### src/rtl/mul_seq.sv
// mul_seq: sequential shift-and-add unsigned multiplier, one step per clock
module mul_seq #(
   parameter int M = 4
) (
   input  logic           clk,
   input  logic           rst,
   input  logic           start,
   input  logic [M-1:0]   A,
   input  logic [M-1:0]   B,
   output logic [2*M-1:0] P,
   output logic [M-1:0]   R,
   output logic           ovf,
   output logic           busy,
   output logic           done
);
   localparam int CW = $clog2(M + 1);
   typedef enum logic [1:0] {IDLE, RUN, DONE} state_t;
   state_t         state_q, state_d;
   logic [M-1:0]   a_q, a_d, b_q, b_d;
   logic [2*M-1:0] acc_q, acc_d, p_q, p_d;
   logic [CW-1:0]  cnt_q, cnt_d;
   logic           busy_q, busy_d, done_q, done_d;
   logic [M:0]     sum;
   // next-state, datapath step and registered output values
   always_comb begin
      state_d = state_q;
      a_d     = a_q;
      b_d     = b_q;
      acc_d   = acc_q;
      p_d     = p_q;
      cnt_d   = cnt_q;
      sum     = {1'b0, acc_q[2*M-1:M]} + (b_q[0] ? {1'b0, a_q} : '0);
      if (state_q != RUN && start) begin
         state_d = RUN;
         a_d     = A;
         b_d     = B;
         acc_d   = '0;
         cnt_d   = '0;
      end else if (state_q == RUN) begin
         acc_d = {sum, acc_q[M-1:1]};
         b_d   = b_q >> 1;
         cnt_d = cnt_q + 1'b1;
         if (cnt_q == CW'(M - 1)) begin
            state_d = DONE;
            p_d     = {sum, acc_q[M-1:1]};
         end
      end else if (state_q == DONE) begin
         state_d = IDLE;
      end
      busy_d = state_d == RUN;
      done_d = state_d == DONE;
   end
   // state and output registers with synchronous reset
   always_ff @(posedge clk) begin
      if (rst) begin
         state_q <= IDLE;
         a_q     <= '0;
         b_q     <= '0;
         acc_q   <= '0;
         p_q     <= '0;
         cnt_q   <= '0;
         busy_q  <= 1'b0;
         done_q  <= 1'b0;
      end else begin
         state_q <= state_d;
         a_q     <= a_d;
         b_q     <= b_d;
         acc_q   <= acc_d;
         p_q     <= p_d;
         cnt_q   <= cnt_d;
         busy_q  <= busy_d;
         done_q  <= done_d;
      end
   end
   assign P    = p_q;
   assign R    = p_q[M-1:0];
   assign ovf  = |p_q[2*M-1:M];
   assign busy = busy_q;
   assign done = done_q;
endmodule

### config.mk
export PLATFORM = sky130hd
export DESIGN_NAME = mul_seq
export DESIGN_NICKNAME = d
export VERILOG_FILES = /design/src/rtl/mul_seq.sv
export SDC_FILE = /design/constraint.sdc
export NUM_CORES = 1
export LEC_CHECK = 0
export ABC_AREA = 1
export CAP_MARGIN = 20
export CORE_AREA = 2 2 46 65
export DETAILED_ROUTE_END_ITERATION = 8
export DIE_AREA = 0 0 48 67
export PLACE_DENSITY = 0.81
export SYNTH_ARGS = -nofsm -noshare
export SYNTH_HDL_FRONTEND = slang
export SYNTH_SLANG_ARGS = --single-unit
### constraint.sdc
create_clock -name clk -period 3.7 [get_ports clk]
set_input_delay 1.11 -clock clk [delete_from_list [all_inputs] [get_ports clk]]
set_output_delay 1.11 -clock clk [all_outputs]
set_load 0.005 [all_outputs]
== Yosys cells after proc, flatten, opt, wreduce, memory -nomap -nowiden ==
Index checks and enable logic that the tools add are counted.

* Register bits after elaboration: 31
* Bits of input ports: 11
* Output and inout port bits: 15

* Add/sub/neg operators: 2
* Eq/ne operators: 6
* Mux-type cells: 7
* Bitwise operators: 1
* Reduce and logical (&&, ||, !) cells: 5

{| class="wikitable"
|+ Operator list
! operator !! count
|-
| two-way mux 4 bit || 3
|-
| two-way mux 2 bit || 4
|-
| adder 4 x 4 -> 5 bit || 1
|-
| equality test 2 x 1 -> 1 bit, second input constant || 2
|-
| equality test 2 bit, second input constant || 2
|-
| OR reduction 4 bit || 1
|-
| adder 3 x 1 -> 3 bit, second input constant || 1
|-
| equality test 3 x 2 -> 1 bit, second input constant || 1
|-
| AND reduction 3 bit || 1
|-
| inequality test 2 x 1 -> 1 bit, second input constant || 1
|-
| nonzero test 2 bit || 1
|-
| OR reduction 2 bit || 1
|-
| logical AND 1 bit || 1
|-
| inverter 1 bit || 1
|}

== Logic depth before layout (Yosys ltp) ==
Gate-level depths: netlist of the first run.

* Depth after elaboration: 5
* Mapped depth: 9
* Mapped depth without buffers: 9

== Worst setup path before layout of the first run ==
Ideal clock, no wire load.

* Path type: input -> register
* Start: input port start
* End: register acc_q[6]
* Arrival: 1.632 ns
* Data required time: 3.591 ns
* Path slack: 1.959 ns
* Cell stages on the path: 7
* Buffers on the path: 0
* Cells stage by stage: inv_1 -> nor2_4 -> inv_6 -> nand2_4 -> nor2_2 -> nand2_1 -> inv_1

* Word-level cells in the longest chain between the ends: 2

{| class="wikitable"
|+ Ends and longest elaborated chain
! what !! RTL line !! text
|-
| start, declared || 7 || <nowiki>input logic start,</nowiki>
|-
| logical AND 1 bit || 33 || <nowiki>if (state_q != RUN && start) begin</nowiki>
|-
| OR reduction 2 bit (no source line) || - ||
|-
| end signal, assigned || 59 || <nowiki>acc_q <= '0;</nowiki>
|-
| end signal, assigned || 68 || <nowiki>acc_q <= acc_d;</nowiki>
|-
| end, declared || 20 || <nowiki>logic [2*M-1:0] acc_q, acc_d, p_q, p_d;</nowiki>
|}

No other way between the ends.
A chain may end at the register's enable or synchronous reset.

== Worst setup path in the final report of the first run ==
* Start: register p_q[5] (netlist: P[5])
* End: output port ovf

* Word-level cells in the longest chain between the ends: 1

{| class="wikitable"
|+ Ends and longest elaborated chain
! what !! RTL line !! text
|-
| start, declared || 20 ||
|-
| start signal, assigned || 69 || <nowiki>p_q <= p_d;</nowiki>
|-
| OR reduction 4 bit || 77 || <nowiki>assign ovf = |p_q[2*M-1:M];</nowiki>
|-
| end, declared || 12 || <nowiki>output logic ovf,</nowiki>
|}

No other way between the ends.

==> qor.csv, run 1 <==
metric,value,unit
power share of the combinational group,9.4,%
PortBufs,25,
placed instance area,0.00159,mm²
initial antenna violation count,0,
routed vias/inst,5.03,
area delta synth->final,23.6,%
CTS Hold Buffers Added,0,
Horiz. Die Dim,48,µm
CP bufs+invs,1,
cell row count,22,
Tcrit/Tclk final,65.3,%
GRT Total Usage,20.8,%
biggest cell delay along the critical path,490,ps
power density cells,393,mW/mm²
CTS resizes,0,
CP required,2590,ps
vias,1197,
Synth Flop Type,dfxtp_1,
drt wl/cell,11.4,µm
unrepaired setup endpoints after global routing,false,
relative slew slack,70.9,%
Max-Cap Viols,0,
crit path time final,2410,ps
#FFs+latches synth,30,
XOR/XNOR share of the synthesized area,1.30,%
Netlist cell types,24,
Die H,67,µm
Critical Path AT,1300,ps
final hold violations,0,
Worst path slowest cell,clkdlybuf4s50_1,
post-synthesis mux area share,0,%
sw frac,23.9,%
Final ANT Viol Nets,0,
die area,0.00322,mm²
global-route wire length before repair,4610,µm
Adder-Cell Fraction of Synth Area,7.04,%
worst path cell trace,nor2_1 > nand2_1 > clkdlybuf4s50_1,
io pins,26,
final WL,2720,µm
sw power,157,µW
Initial Utilization,51.7,%
post-synthesis simple-gate area fraction,28.1,%
critical path peak fanout,3,
CTS tree,done,
final instance area,0.00167,mm²
clock insertion delay at the later pin of the skew report,340,ps
HPWL after DPL,2040,µm
status,completed,
Post-Syn Nets,194,
top-count cell post-synth,nand2_1,
Pre-antenna DRT Iters,4,
clock sink count,30,
CP top delay family,buffers and inverters,
"Setup violations, final",0,
Min-Delay Path Class,register to register,
Synth Area in Compound Gates,9.17,%
core area,0.00262,mm²
synth warn,0,
largest family of logic cells by synthesized area,simple AND/OR/NAND/NOR gates,
top post-synthesis cells by area,"dfxtp_1, nand2_1, nor2_1, ha_1, nand3_1",
syn avg cell area,7.68,µm²
setup bufs post-CTS,0,
Detailed Route Iter0 Violations,30,
DRC Markers,0,
Routability Congestion,0.777,
Int Pwr,499,µW
"Cell Area, Synth",0.00135,mm²
CP Capture Type,primary output,
VDD IR max,0.261,mV
sequential share of power,51.8,%
Peak Freq,414,MHz
kind of critical path,register to primary output,
clk buf depth,2,
largest net degree at the start of global routing,18,
hold_sp,state_q[0],
Critical Path Source,P[5],
leakage,0.766,nW
Post-Syn Instances,176,
"Slew Viols, Final",0,
Final TNS setup,0,ps
R2R Path Start,b_q[0],
ratio of cells with drive above 1 in the final layout,8.91,%
asr flop ratio synth,0,%
top-area cell type share of the netlist area,44.4,%
startpoint types,register,
Slew @ Worst Pin,435,ps
"EDFF count, synth",0,
clk slew on worst S/H paths,100,ps
NumNets Final,219,
Yosys top cell by area,dfxtp_1,
vias in the first global route,1172,
Num CTS Buffers,5,
clock skew,11.1,ps
# diodes,0,
"Seq/Total Area, Yosys",44.4,%
Post-synth top cells,"nand2_1, dfxtp_1, nor2_1, inv_1, nand3_1",
CTS Root Cell,clkbuf_4,
Overflow after GRT,0,
H-tree Lvls,2,
Clock power frac,38.7,%
cell type report:
type	instances	area [µm²]
clock buffers	5	37.5
clock inverters	3	40.0
fillers	227	945
inverters	20	80.1
multi-input cells	119	617
flip-flops and latches	30	601
well taps	36	45.0
repair buffers	25	250
stage by stage:
| step | hold slack [ps] | power [mW] | utilization, % | instances | setup WS [ps] |
|---|---|---|---|---|---|
| 2_1_floorplan | 433 | 0.388 | - | 176 | 1960 |
| 3_3_place_gp | 449 | 0.406 | 60.9 | 230 | 1340 |
| 3_5_place_dp | 463 | 0.408 | 60.9 | 230 | 1300 |
| 4_1_cts | 477 | 0.661 | 63.9 | 238 | 1260 |
| 5_1_grt | 491 | 0.686 | 63.9 | 238 | 1200 |
| 6_report | 475 | 0.656 | 63.9 | 238 | 1290 |
power groups by stage:
stage | combinational [mW] | clock, mW | sequential (mW)
finish | 0.0617 | 0.254 | 0.340
global route | 0.0687 | 0.275 | 0.342
CTS | 0.0617 | 0.260 | 0.340
detailed placement | 0.0610 | 0 | 0.347
global placement | 0.0587 | 0 | 0.347
floorplan | 0.0420 | 0 | 0.346
worst reg2reg max path, cell delays in order (launching register included):
cell and delay, ps:
dfxtp_1 350, nand2_1 70, inv_1 40, ha_1 210
fa_1 420, a21oi_1 180, o21bai_1 100, nor2_1 100
nor2_1 60
path summary, 6_finish.rpt:
path,end,depth (start not counted),slack [ps]
setup / recovery,ovf,3,1290
hold / removal,state_q[1],2,480
setup reg to reg,acc_q[7],8,2070
hold reg to reg,state_q[1],2,480
flip-flops by register name, summed over array words and instances, names as in the netlist:
| signal | flops |
|---|---|
| P | 8 |
| acc_q | 7 |
| a_q | 4 |
| b_q | 4 |
| cnt_q | 3 |
| state_q | 2 |
| busy | 1 |
| done | 1 |
routing by layer:
layer	routed length [µm]	vias to the layer above	track usage (%)
met2	1440	43	35.8
met4	103	0	14.5
met3	154	11	5.96
li1	-	601	-
met5	0	-	0
met1	1010	542	19.6
logic make-up after synthesis:
family,Yosys count
buffers and inverters,27
AND/OR/NAND/NOR,88
adder cells (fa/ha/maj),7
XOR/XNOR,2
flip-flops,30
AO/OA/AOI/OAI,22
cell usage in the layout, fill, tap and decap left out, types with 2 or more instances in the layout:
cell type and instances:
a21oi_1 11, clkbuf_4 5, clkdlybuf4s50_1 25, clkinv_2 2
dfxtp_1 30, ha_1 6, inv_1 16, inv_2 3
nand2_1 49, nand3_1 12, nor2_1 21, nor2_4 3
o21ai_0 6, xor2_1 2
Note: power is estimated with default switching activity, not from simulation.
==> inputs of run 2 (changes only) <==
Settings changed: CORE_AREA 2 2 46 65 to 2 2 47 67, DIE_AREA 0 0 48 67 to 0 0 49 69, PLACE_DENSITY 0.81 to 0.77.
Clock period 3.7 ns to 2.25 ns, I/O delays scaled along.
==> run 2 against run 1 <==
  * Non-clock buffer count is the same
  * Cell count grew 0.42%
  * Clock-buffer cell count grew 2
  * Wire length shrank 1.1%
  * Die area grew 5.1%
  * Largest cell class unchanged
  * Highest routed layer unchanged
==> qor.csv, run 2 (synthesis gave the netlist of run 1 again) <==
metric,value,unit
"Slew Viols, Final",0,
vias in the first global route,1145,
setup bufs post-CTS,0,
CP required,1570,ps
Detailed Route Iter0 Violations,28,
most frequent cells in the layout,"nand2_1, dfxtp_1, clkdlybuf4s50_1",
io pins,26,
CTS resizes,0,
VDD IR max,0.476,mV
Max-Cap Viols,0,
Horiz. Die Dim,49,µm
CP top delay family,buffers and inverters,
Slew @ Worst Pin,430,ps
clk buf depth,2,
largest net degree at the start of global routing,18,
"most common cell after layout, fill and taps aside",nand2_1,
GRT Total Usage,18.3,%
Post-Place Worst Slack,290,ps
Routability Congestion,0.775,
H-tree Lvls,2,
startpoint types,register,
leakage,0.769,nW
kind of critical path,register to primary output,
CTS tree,done,
CP Capture Type,primary output,
Pre-antenna DRT Iters,4,
critical path peak fanout,3,
NumNets Final,219,
Critical Path AT,1250,ps
Worst path depth,3,
Num CTS Buffers,5,
CTS Hold Buffers Added,0,
cell row count,23,
DRC Markers,0,
routed vias/inst,4.82,
initial antenna violation count,0,
PortBufs,25,
"Setup violations, final",0,
core area,0.00279,mm²
clock insertion delay at the later pin of the skew report,280,ps
Peak Freq,519,MHz
final WL,2690,µm
biggest cell delay along the critical path,500,ps
Tcrit/Tclk final,85.7,%
die area,0.00338,mm²
hold_sp,state_q[0],
Worst path slowest cell,clkdlybuf4s50_1,
clock sink count,30,
ratio of cells with drive above 1 in the final layout,8.42,%
area delta synth->final,24.7,%
Hold Path Depth,2,
worst setup margin,322,ps
CTS Root Cell,clkbuf_8,
clock skew,5.27,ps
unrepaired setup endpoints after global routing,false,
HPWL after DPL,2040,µm
drt wl/cell,11.2,µm
# diodes,0,
vias,1153,
worst path cell trace,nor2_1 > nand2_1 > clkdlybuf4s50_1,
power density cells,654,mW/mm²
crit path time final,1930,ps
Die H,69,µm
final hold violations,0,
global-route wire length before repair,4740,µm
status,completed,
Final TNS setup,0,ps
Largest register FFs,8,
clk slew on worst S/H paths,60,ps
R2R Path Start,b_q[0],
Critical Path Source,P[6],
Worst R2R Path Depth,7,
Initial Utilization,48.4,%
Min-Delay Path Class,register to register,
CP bufs+invs,1,
relative slew slack,71.2,%
Overflow after GRT,0,
Final ANT Viol Nets,0,
## run 2: cell count changes in the layout (fill, tap and decap cells not counted)
cell | before | now
clkbuf_8 | 0 | 6
clkbuf_4 | 5 | 0
bufinv_16 | 1 | 0
clkbuf_1 | 0 | 1
clkinv_2 | 2 | 1
## run 2: report_power, final
group / switching [mW] / internal, mW
clock: 0.196 / 0.246
sequential: 0.0108 / 0.549
combinational: 0.0576 / 0.0421
total: 0.265 / 0.838
## run 2: worst paths after layout
path	to	slack (ps)
worst min-delay path	state_q[1]	470
worst max register to register	P[5]	620
worst min register to register	state_q[1]	470
worst max-delay path	ovf	320
## run 2: area by class of cell
| type | instances | area, µm² |
|---|---|---|
| fillers | 260 | 1110 |
| multi-input cells | 119 | 617 |
| flip-flops and latches | 30 | 601 |
| repair buffers | 25 | 250 |
| clock buffers | 7 | 86.3 |
| inverters | 20 | 80.1 |
| well taps | 37 | 46.3 |
| clock inverters | 1 | 5.00 |
## run 2: metrics by stage
step | total power [mW] | hold slack [ps] | cells | util (%) | instance area (µm²)
floorplan | 0.638 | 433 | 176 | - | 1350
global placement | 0.668 | 449 | 231 | 57.1 | 1590
detailed placement | 0.672 | 460 | 231 | 57.1 | 1590
CTS | 1.12 | 469 | 239 | 60.4 | 1690
global route | 1.14 | 486 | 239 | 60.4 | 1690
finish | 1.10 | 469 | 239 | 60.4 | 1690
## run 2: per-layer routing
| layer | vias up | track usage (%) | routed length (µm) |
|---|---|---|---|
| li1 | 598 | - | - |
| met3 | 6 | 6.28 | 106 |
| met5 | - | 0 | 0 |
| met2 | 28 | 34.1 | 1440 |
| met4 | 0 | 7.30 | 50 |
| met1 | 521 | 17.8 | 1090 |
## run 2: worst register-to-register path, cell delays in order, from the launching register on
cell	delay, ps
dfxtp_1	350
nand2_1	70
inv_1	40
ha_1	210
fa_1	410
xor2_1	250
nand2_1	80
a21oi_1	150
==> inputs of run 3 (changes only) <==
Settings changed: CTS_CLUSTER_DIAMETER set to 40.
==> results of run 3 <==
The final DEF is identical to that of run 2; final timing and power are the same.
